### src/rtl/pcm_mm_arbiter.sv
// rtl/pcm_mm_arbiter.sv - N-channel CPU arbiter in front of the pcm_mem_mm slave port
// Define PCM_MM_ROUND_ROBIN_EN for round-robin grants; otherwise the lowest requesting channel wins.
module pcm_mm_arbiter #(
  parameter int NUM_CPU  = 4,
  parameter int ADDR_W   = 20,
  parameter int DATA_W   = 16,
  parameter int READ_LAT = 1
) (
  input  logic                            clk,
  input  logic                            reset,
  input  logic                            init,
  input  logic [NUM_CPU-1:0]              cpu_req,
  input  logic [NUM_CPU-1:0]              cpu_write,
  input  logic [NUM_CPU*ADDR_W-1:0]       cpu_addr,
  input  logic [NUM_CPU*DATA_W-1:0]       cpu_data_in,
  input  logic [NUM_CPU*(DATA_W/8)-1:0]   cpu_byteenable,
  output logic [NUM_CPU-1:0]              cpu_ready,
  output logic [NUM_CPU*DATA_W-1:0]       cpu_data_out,
  output logic                            busy,
  output logic [ADDR_W-1:0]               pcm_mem_mm_address,
  output logic                            pcm_mem_mm_chipselect,
  output logic                            pcm_mem_mm_clken,
  output logic                            pcm_mem_mm_write,
  output logic [DATA_W-1:0]               pcm_mem_mm_writedata,
  output logic [DATA_W/8-1:0]             pcm_mem_mm_byteenable,
  input  logic [DATA_W-1:0]               pcm_mem_mm_readdata
);

  localparam int GW   = (NUM_CPU > 1) ? $clog2(NUM_CPU) : 1;
  localparam int BE_W = DATA_W / 8;

  localparam logic [1:0] IDLE  = 2'd0;
  localparam logic [1:0] ISSUE = 2'd1;
  localparam logic [1:0] WAIT  = 2'd2;
  localparam logic [1:0] DONE  = 2'd3;

  logic [1:0]    state;
  logic [GW-1:0] grant;
  logic [GW-1:0] gnt_sel;
  logic [2:0]    lat_cnt;
  logic          any_req;

  assign any_req = |cpu_req;

`ifdef PCM_MM_ROUND_ROBIN_EN
  logic [GW-1:0] ptr;
  logic [GW:0]   idx;
  logic          found;

  // Scan starts at the pointer and wraps modulo NUM_CPU.
  always_comb begin
    gnt_sel = '0;
    found   = 1'b0;
    idx     = '0;
    for (int k = 0; k < NUM_CPU; k++) begin
      idx = {1'b0, ptr} + (GW+1)'(k);
      if (idx >= (GW+1)'(NUM_CPU)) idx = idx - (GW+1)'(NUM_CPU);
      if (!found && cpu_req[idx[GW-1:0]]) begin
        found   = 1'b1;
        gnt_sel = idx[GW-1:0];
      end
    end
  end

  always_ff @(posedge clk or negedge reset) begin
    if (!reset) begin
      ptr <= '0;
    end else if (init) begin
      ptr <= '0;
    end else if (state == IDLE && any_req) begin
      ptr <= (gnt_sel == GW'(NUM_CPU - 1)) ? '0 : gnt_sel + GW'(1);
    end
  end
`else
  always_comb begin
    gnt_sel = '0;
    for (int k = NUM_CPU - 1; k >= 0; k--) begin
      if (cpu_req[k]) gnt_sel = GW'(k);
    end
  end
`endif

  always_ff @(posedge clk or negedge reset) begin
    if (!reset) begin
      state                 <= IDLE;
      grant                 <= '0;
      lat_cnt               <= '0;
      busy                  <= 1'b0;
      cpu_ready             <= '0;
      cpu_data_out          <= '0;
      pcm_mem_mm_address    <= '0;
      pcm_mem_mm_chipselect <= 1'b0;
      pcm_mem_mm_clken      <= 1'b0;
      pcm_mem_mm_write      <= 1'b0;
      pcm_mem_mm_writedata  <= '0;
      pcm_mem_mm_byteenable <= '0;
    end else if (init) begin
      // Abandons any in-flight transaction; its channel never sees ready.
      state                 <= IDLE;
      lat_cnt               <= '0;
      busy                  <= 1'b0;
      cpu_ready             <= '0;
      cpu_data_out          <= '0;
      pcm_mem_mm_chipselect <= 1'b0;
      pcm_mem_mm_clken      <= 1'b0;
      pcm_mem_mm_write      <= 1'b0;
    end else begin
      cpu_ready <= '0;
      case (state)
        IDLE: begin
          if (any_req) begin
            grant                 <= gnt_sel;
            pcm_mem_mm_address    <= cpu_addr[gnt_sel*ADDR_W +: ADDR_W];
            pcm_mem_mm_writedata  <= cpu_data_in[gnt_sel*DATA_W +: DATA_W];
            pcm_mem_mm_byteenable <= cpu_byteenable[gnt_sel*BE_W +: BE_W];
            pcm_mem_mm_write      <= cpu_write[gnt_sel];
            pcm_mem_mm_chipselect <= 1'b1;
            pcm_mem_mm_clken      <= 1'b1;
            busy                  <= 1'b1;
            state                 <= ISSUE;
          end
        end
        ISSUE: begin
          pcm_mem_mm_chipselect <= 1'b0;
          pcm_mem_mm_write      <= 1'b0;
          if (pcm_mem_mm_write) begin
            pcm_mem_mm_clken <= 1'b0;
            cpu_ready        <= NUM_CPU'(1) << grant;
            state            <= DONE;
          end else begin
            lat_cnt <= 3'(READ_LAT);
            state   <= WAIT;
          end
        end
        WAIT: begin
          if (lat_cnt == 3'd1) begin
            cpu_data_out[grant*DATA_W +: DATA_W] <= pcm_mem_mm_readdata;
            pcm_mem_mm_clken <= 1'b0;
            cpu_ready        <= NUM_CPU'(1) << grant;
            state            <= DONE;
          end else begin
            lat_cnt <= lat_cnt - 3'd1;
          end
        end
        default: begin
          busy  <= 1'b0;
          state <= IDLE;
        end
      endcase
    end
  end

endmodule

### config.mk
export PLATFORM = sky130hd
export DESIGN_NAME = pcm_mm_arbiter
export DESIGN_NICKNAME = d
export VERILOG_FILES = /design/src/rtl/pcm_mm_arbiter.sv
export SDC_FILE = /design/constraint.sdc
export NUM_CORES = 1
export LEC_CHECK = 0
export ABC_CLOCK_PERIOD_IN_PS = 3700
export CAP_MARGIN = 10
export CELL_PAD_IN_SITES_DETAIL_PLACEMENT = 1
export CELL_PAD_IN_SITES_GLOBAL_PLACEMENT = 1
export CORE_ASPECT_RATIO = 0.75
export CORE_MARGIN = 2
export CORE_UTILIZATION = 31
export CTS_BUF_LIST = sky130_fd_sc_hd__clkbuf_16
export CTS_CLUSTER_DIAMETER = 120
export DETAILED_ROUTE_END_ITERATION = 12
export HOLD_SLACK_MARGIN = 0.05
export PLACE_DENSITY_LB_ADDON = 0.1
export RECOVER_POWER = 25
export SLEW_MARGIN = 20
export SYNTH_ARGS = -nofsm -noshare
export SYNTH_HDL_FRONTEND = slang
export SYNTH_SLANG_ARGS = --single-unit
### constraint.sdc
create_clock -name clk -period 3.7 [get_ports clk]
set_input_delay 0.555 -clock clk [delete_from_list [all_inputs] [get_ports clk]]
set_output_delay 0.555 -clock clk [all_outputs]
set_load 0.005 [all_outputs]
Yosys cells after proc, flatten, opt, wreduce, memory -nomap -nowiden. Index checks and enable logic that the tools add are counted.

$add $sub $neg: 2. Multiply operators: 1. Magnitude comparators: 1. Equal/unequal tests: 9. Shift operators: 6. Mux-type cells: 35. Bitwise logic cells: 1. Reductions and logical operators: 15.

Operator list (number): 64-bit two-way mux (3); 80-bit by 8-bit indexed part select with 20-bit output (1); 64-bit bitwise mux (1); 16-bit by 34-bit variable shift with 64-bit output (first input constant) (1); 16-bit by 34-bit indexed part select with 64-bit output (1); 64-bit by 7-bit indexed part select with 16-bit output (1); 6-bit negator with 34-bit output (1); 3-bit != test (second input constant) (5); 2-bit two-way mux (7); 4-bit two-way mux (3); 1-bit two-way mux (10); 3-bit two-way mux (3); 4-bit one-hot mux with 2 select lines (1); 2-bit AND reduction (4); 8-bit by 4-bit indexed part select with 2-bit output (1); 1-bit one-hot mux with 2 select lines (3); 2-bit one-hot mux with 3 select lines (1); 3-bit one-hot mux with 2 select lines (1); 3-bit AND reduction (2); 3-bit nonzero test (2); 2-bit by 3-bit multiplier with 5-bit output (second input constant) (1); 4-bit AND reduction (1); 2-bit nonzero test (2); 4-bit nonzero test (1); 13 further kinds (13).

Register bits after elaboration: 117. Input port bits: 179.

Logic depth before layout (Yosys ltp). Gate-level depths: netlist of run 1.

Word-level depth: 9. Depth in mapped cells: 8. Gate-level depth less buffers: 6.

Worst setup path after synthesis of run 1. No wires, ideal clock.

Kind: input-to-reg. Start: in cpu_req[1]. End: reg grant[0]. Setup time: 125 ps. Arrival: 1716 ps. Setup slack: 1859 ps. Stages: 5. Path buffers: 2. Cell sequence: nor4_1 > or3b_1 > buf_4 > buf_6 > mux2_2.

Longest elaborated chain between the ends: 2. Elaborated cells between the ends (all ways): 4. Classes of those cells: 2 x mux; 2 x reduce/logical.

Ends and longest elaborated chain: from (decl) (RTL line 12) `input logic [NUM_CPU-1:0] cpu_req,`; 4-bit OR reduction or 2-bit two-way mux (tied branches) (RTL line 43, 78); 3-bit AND reduction (no source line) or 2-bit two-way mux (tied branches); to (signal assigned) (RTL line 112) `grant <= gnt_sel;`; to (decl) (RTL line 38) `logic [GW-1:0] grant;`.

Several ways; a longest one is shown, not always the timed one. A chain may end at the register's enable or synchronous reset.

==> results.toml, run 1 <==
[placement]
io_buffers = 288
placed_cell_area_um2 = 8940
place_hpwl_mm = 17.5
dpl_worst_slack_ns = 0.551
place_congestion = 0.887

[setup_path]
ff2ff_path_depth = 7
cp.arrival_ns = 3.00
worst_ep_required_time_ns = 4.02
cp-startpoint = "reset"
r2r_end = "cpu_data_out[42]"
crit_fanout = 68
regToRegStartpoint = "state[0]"
crit_type = "in -> async"
cpPeakStageDelay_ns = 1.25
start_kind = "input pin"
worst_setup_path_end_kind = "asynchronous set/reset pin"
critPathBufInv = 2
endpoint = "cpu_data_out[26]"
path_cells = "clkbuf_2, clkbuf_2"
crit_slowest_cell = "clkbuf_2"
cp.depth = 2
timing.critical_path.mode_cell = "clkbuf_2"
critPathTopFamily = "buffers and inverters"
r2r_slack_ns = 1.13

[sta]
worst_pin_slew_ns = 1.77
report.final.slew_viol_count = 69
final.period_utilization = 0.728
period_minus_slack_ns = 2.69
fin_ws_ns = 1.01
slew_headroom = -0.182
rsz0062_at_grt = "false"
setup-tns-final_ns = 0
skew_ns = 0.00893
hold_viol_final = 0
fmax_mhz = 371
hold_slack_ns = 0.474
finalSetupViolCount = 0

[clock_network]
cts_resized = 0
htree_levels = 4
cts_tree = "yes"
hold_buffers = 0
clock-sinks = 117
cts_root_buf = "clkbuf_16"
cts_buffers = 17
clock_latency_ns = 0.41
cts.repair_timing.setup_buffer_count = 0
path_clk_slew_ns = 0.05
cts_buffer_depth = 2

[synthesis]
yosysWarnings = 0
netlist.area_leader.share = 0.501
netlist_area_um2 = 5850
seq_area_frac_synth = 0.501
synth_nets = 838
ys_ff_latch = 117
synth.area.top_cells = "dfrtp_1 (50%), o31ai_1 (9.8%), nand2_1 (8.6%), o21ai_0 (5.7%), or3_1 (4.3%)"
ys_types = 42
yosys.area.top_type = "dfrtp_1"
netlist_instances = 648
synth.avg_cell_area_um2 = 9.02

[floorplanning]
num_rows = 43
die_h_um = 123
start_util = 0.316
coreArea_um2 = 18500
fp.dieArea_um2 = 20000
io_pins = 289
fp.dieW_um = 163

[global_route]
antenna_found_initial = 0
grtUsageTotal = 0.237
grt_pass1_wl_mm = 36.2
grt_pass1_vias = 6618
grt_max_degree = 81
overflow = 0

[outcome]
violations = "capacitance limit, slew limit"
status = "finished, violations left"

[detailed_routing]
num_vias = 6047
drtPass1Iterations = 6
post-route-drc-count = 0
drt_first_iter_violations = 255
wire_per_inst_um = 19.8
wirelength_mm = 23.2
via_per_inst = 5.16
drtAntennaViolNets = 0

[final_layout]
final_common_cell = "clkdlybuf4s50_1"
n_fill_cell = 2103
multiInputGateArea_um2 = 2610
fin_nets = 1102
drive_gt1_frac = 0.0551
antenna_cells = 0
syn_to_final_growth_pct = 62.8
final_cell_area_um2 = 9520
seq_area_um2 = 2930
mostFrequentLayoutCells = "clkdlybuf4s50_1 (287), nand2_1 (134), dfrtp_1 (117)"

[pwr]
p_per_area_nw_per_um2 = 551
peakVddDrop_uv = 271
p_leak_uw = 0.00384

[run]
maxCapViolations = 1

[worst_hold_path]
hp-start = "pcm_mem_mm_writedata[14]"
hold_class = "reg -> reg"
-- stage by stage --
| stage | utilization | std cells | power (uW) |
|---|---|---|---|
| 2_1_floorplan | - | 648 | 2500 |
| 3_3_place_gp | 0.483 | 1140 | 3500 |
| 3_5_place_dp | 0.483 | 1140 | 3580 |
| 4_1_cts | 0.515 | 1172 | 5290 |
| 5_1_grt | 0.514 | 1172 | 5540 |
| 6_report | 0.514 | 1172 | 5240 |
-- worst min-delay path by stage --
stage / to / slack [ns] / cells past startpoint
global route: pcm_mem_mm_address[14] / 0.50 / 2
finish: pcm_mem_mm_writedata[14] / 0.47 / 2
detailed placement: pcm_mem_mm_writedata[14] / 0.47 / 2
global placement: pcm_mem_mm_writedata[3] / 0.46 / 2
floorplan: busy / 0.26 / 0
CTS: pcm_mem_mm_writedata[10] / 0.31 / 1
-- layout make-up --
class / count / area share
multi-input cells: 448 / 0.274
inverters: 26 / 0.0103
well taps: 247 / 0.0325
clock inverters: 15 / 0.0181
flip-flops and latches: 117 / 0.308
repair buffers: 302 / 0.313
clock buffers: 17 / 0.0447
-- cell families (layout without fill, tap and decap cells) --
logic type                 count (synthesis)  count (layout)  synth area share
AOI/OAI and AO/OA                        203             203             0.222
adders and majority gates                 11              11            0.0235
buffers and inverters                     83             360            0.0597
DFF                                      117             117             0.501
muxes                                      4               4           0.00706
and+or+nand+nor                          230             230             0.187
-- power breakdown --
part	leakage [uW]	switching [uW]	total, uW	internal (uW)
logic	0.00198	813	1770	952
registers	0.00155	211	1790	1580
clock network	0.000304	579	1690	1110
total	0.00384	1600	5240	3640
-- synth_stat cells --
library cell / n
o221a_2: 1
nor2b_1: 2
ha_1: 11
o2bb2ai_1: 1
and3_1: 1
o32a_1: 1
o21ai_0: 67
mux2i_1: 3
a31o_2: 1
buf_6: 1
or3b_1: 1
a31oi_1: 1
and4_1: 2
nor3_1: 2
buf_4: 2
a32o_1: 3
o22ai_1: 39
a22oi_1: 1
or3b_2: 1
nor4_1: 1
nor2_1: 11
nor3b_1: 2
nand2b_1: 2
a41oi_1: 1
and3b_1: 1
nor4bb_1: 1
or4b_1: 1
dfrtp_1: 117
and4b_1: 2
mux2_2: 1
nand3_1: 19
or3_1: 40
nand2_1: 134
and2_1: 4
o31ai_1: 76
a21oi_1: 10
buf_2: 18
clkbuf_1: 36
inv_1: 26
nor4b_1: 2
a21o_1: 1
nor4b_2: 1
-- routing by layer --
metal	vias up	part of all wire	track usage	wire length, um
met5	-	0	0	0
met4	0	0.026	0.0907	614
met3	34	0.071	0.0721	1640
met2	191	0.49	0.406	11400
met1	2973	0.41	0.284	9550
li1	2849	-	-	-
-- sequential cells by signal (all words and copies together) (netlist names), 2 cells and up --
name,cells
cpu_data_out,64
cpu_ready,4
grant,2
lat_cnt,3
pcm_mem_mm_address,20
pcm_mem_mm_byteenable,2
pcm_mem_mm_writedata,16
state,2
No activity file was read; power rests on OpenSTA's default activity.
==> run 2, diff against run 1 <==
- ABC_CLOCK_PERIOD_IN_PS: 3700 -> 2500
- CORE_UTILIZATION: 31 -> 29
- clock period: 3.7 -> 2.5 ns (I/O delays scaled with it)
==> results.toml, run 2 (same netlist as run 1, synthesis figures left out) <==
[pwr]
p_leak_uw = 0.00387
peakVddDrop_uv = 439
p_per_area_nw_per_um2 = 792

[clock_network]
cts_tree = "yes"
clock-sinks = 117
cts_root_buf = "clkbuf_16"
cts.repair_timing.setup_buffer_count = 0
htree_levels = 4
cts_resized = 0
path_clk_slew_ns = 0.06
cts_buffers = 17
cts_buffer_depth = 2
clock_latency_ns = 0.41

[final_layout]
antenna_cells = 0
largest_registers = "cpu_data_out: 64 flops, pcm_mem_mm_address: 20 flops, pcm_mem_mm_writedata: 16 flops"
drive_gt1_frac = 0.0696
layout.cells.non_filler = 1187
mostFrequentLayoutCells = "clkdlybuf4s50_1 (287), nand2_1 (134), dfrtp_1 (117)"
regMostFlops = "cpu_data_out"
multiInputGateArea_um2 = 2620
seq_area_um2 = 2930
syn_to_final_growth_pct = 64.9
final_common_cell = "clkdlybuf4s50_1"
finish.utilization = 0.493
n_fill_cell = 2180
fin_nets = 1111
largest_register_ffs = 64

[global_route]
grtUsageTotal = 0.233
antenna_found_initial = 0
grt_pass1_wl_mm = 38.1
overflow = 0
grt_pass1_vias = 6757
grt_max_degree = 67

[floorplanning]
die_h_um = 127
fp.dieArea_um2 = 21300
start_util = 0.299
coreArea_um2 = 19500
io_pins = 289
fp.dieW_um = 168
num_rows = 44

[placement]
place_congestion = 0.834
place_inst = 1154
place_hpwl_mm = 18.2
io_buffers = 288

[sta]
rsz0062_at_grt = "false"
worst_pin_slew_ns = 1.24
report.final.slew_viol_count = 0
skew_ns = 0.00890
setup-tns-final_ns = 0
hold_slack_ns = 0.351
slew_headroom = 0.175
period_minus_slack_ns = 2.18
finalSetupViolCount = 0
fmax_mhz = 458
final.period_utilization = 0.874
hold_viol_final = 0

[setup_path]
cp.arrival_ns = 2.53
worst_ep_required_time_ns = 2.84
crit_fanout = 8
worst_setup_path_end_kind = "flop"
crit_type = "reg -> reg"
start_kind = "flop"

[detailed_routing]
via_per_inst = 5.14
drt_first_iter_violations = 409
num_vias = 6102
post-route-drc-count = 0
wire_per_inst_um = 20.3
drtPass1Iterations = 4
drtAntennaViolNets = 0
wirelength_mm = 24.1

[outcome]
status = "completed"

[worst_hold_path]
hold_class = "in -> async"

[run]
maxCapViolations = 0
==> run 2: changes by cell type in the layout (fill, tap and decap cells not counted), moves of 3 or more <==
cell / delta
buf_12: +6
inv_1: -4
a21oi_2: -3
a21oi_4: +3
bufinv_16: -3
clkinv_1: -3
clkinv_2: +3
clkinv_4: +3
inv_6: +3
==> run 2: power by group <==
group | switching [uW] | internal [uW] | leakage, uW | total (uW)
clock network | 947 | 1370 | 0.000274 | 2320
logic | 1210 | 1460 | 0.00205 | 2670
registers | 314 | 2340 | 0.00155 | 2650
==> run 2: area by class of cell <==
cell class / count / area share
clock buffer: 17 / 0.0441
multi-input combinational: 448 / 0.272
clock inverter: 15 / 0.0136
timing repair buffer: 311 / 0.324
tap: 253 / 0.0328
sequential: 117 / 0.304
inverter: 26 / 0.0101
==> run 2: worst paths after layout <==
path,start,end,slack [ns],depth (start not counted)
max in group asynchronous,reset,pcm_mem_mm_writedata[9],0.65,3
worst min-delay path,reset,pcm_mem_mm_writedata[0],0.35,2
worst max-delay path,lat_cnt[1],cpu_ready[2],0.32,7
min in group clk,pcm_mem_mm_address[1],pcm_mem_mm_address[1],0.48,2
worst min register to register,pcm_mem_mm_address[1],pcm_mem_mm_address[1],0.48,2
worst max register to register,lat_cnt[1],cpu_ready[2],0.32,7
==> run 2: repair_timing <==
item | CTS | global route
hold buffers | 1 | 0
setup endpoints to repair | 0 | 0
endpoints found under the hold margin | 59 | 0
==> run 2: metrics by stage <==
| step | power (uW) | instance area, um2 | worst slack [ns] |
|---|---|---|---|
| 2_1_floorplan | 3690 | 5850 | 0.667 |
| 3_3_place_gp | 5240 | 9070 | 0.218 |
| 3_5_place_dp | 5350 | 9070 | 0.0671 |
| 4_1_cts | 7740 | 9640 | 0.0215 |
| 5_1_grt | 8110 | 9640 | 0.111 |
| 6_report | 7640 | 9640 | 0.316 |
==> run 2: worst max-delay path: stages, from the launching register on <==
cell	delay, ns
dfrtp_1	0.36
inv_1	0.12
ha_1	0.24
and3b_1	0.52
buf_4	0.22
a21oi_1	0.08
nor3b_1	0.38
and2_1	0.20
==> run 2: layer usage <==
metal / track usage / routed length, um
met5: 0 / 0
met4: 0.0639 / 420
met3: 0.0694 / 1680
met2: 0.405 / 11800
met1: 0.282 / 10200
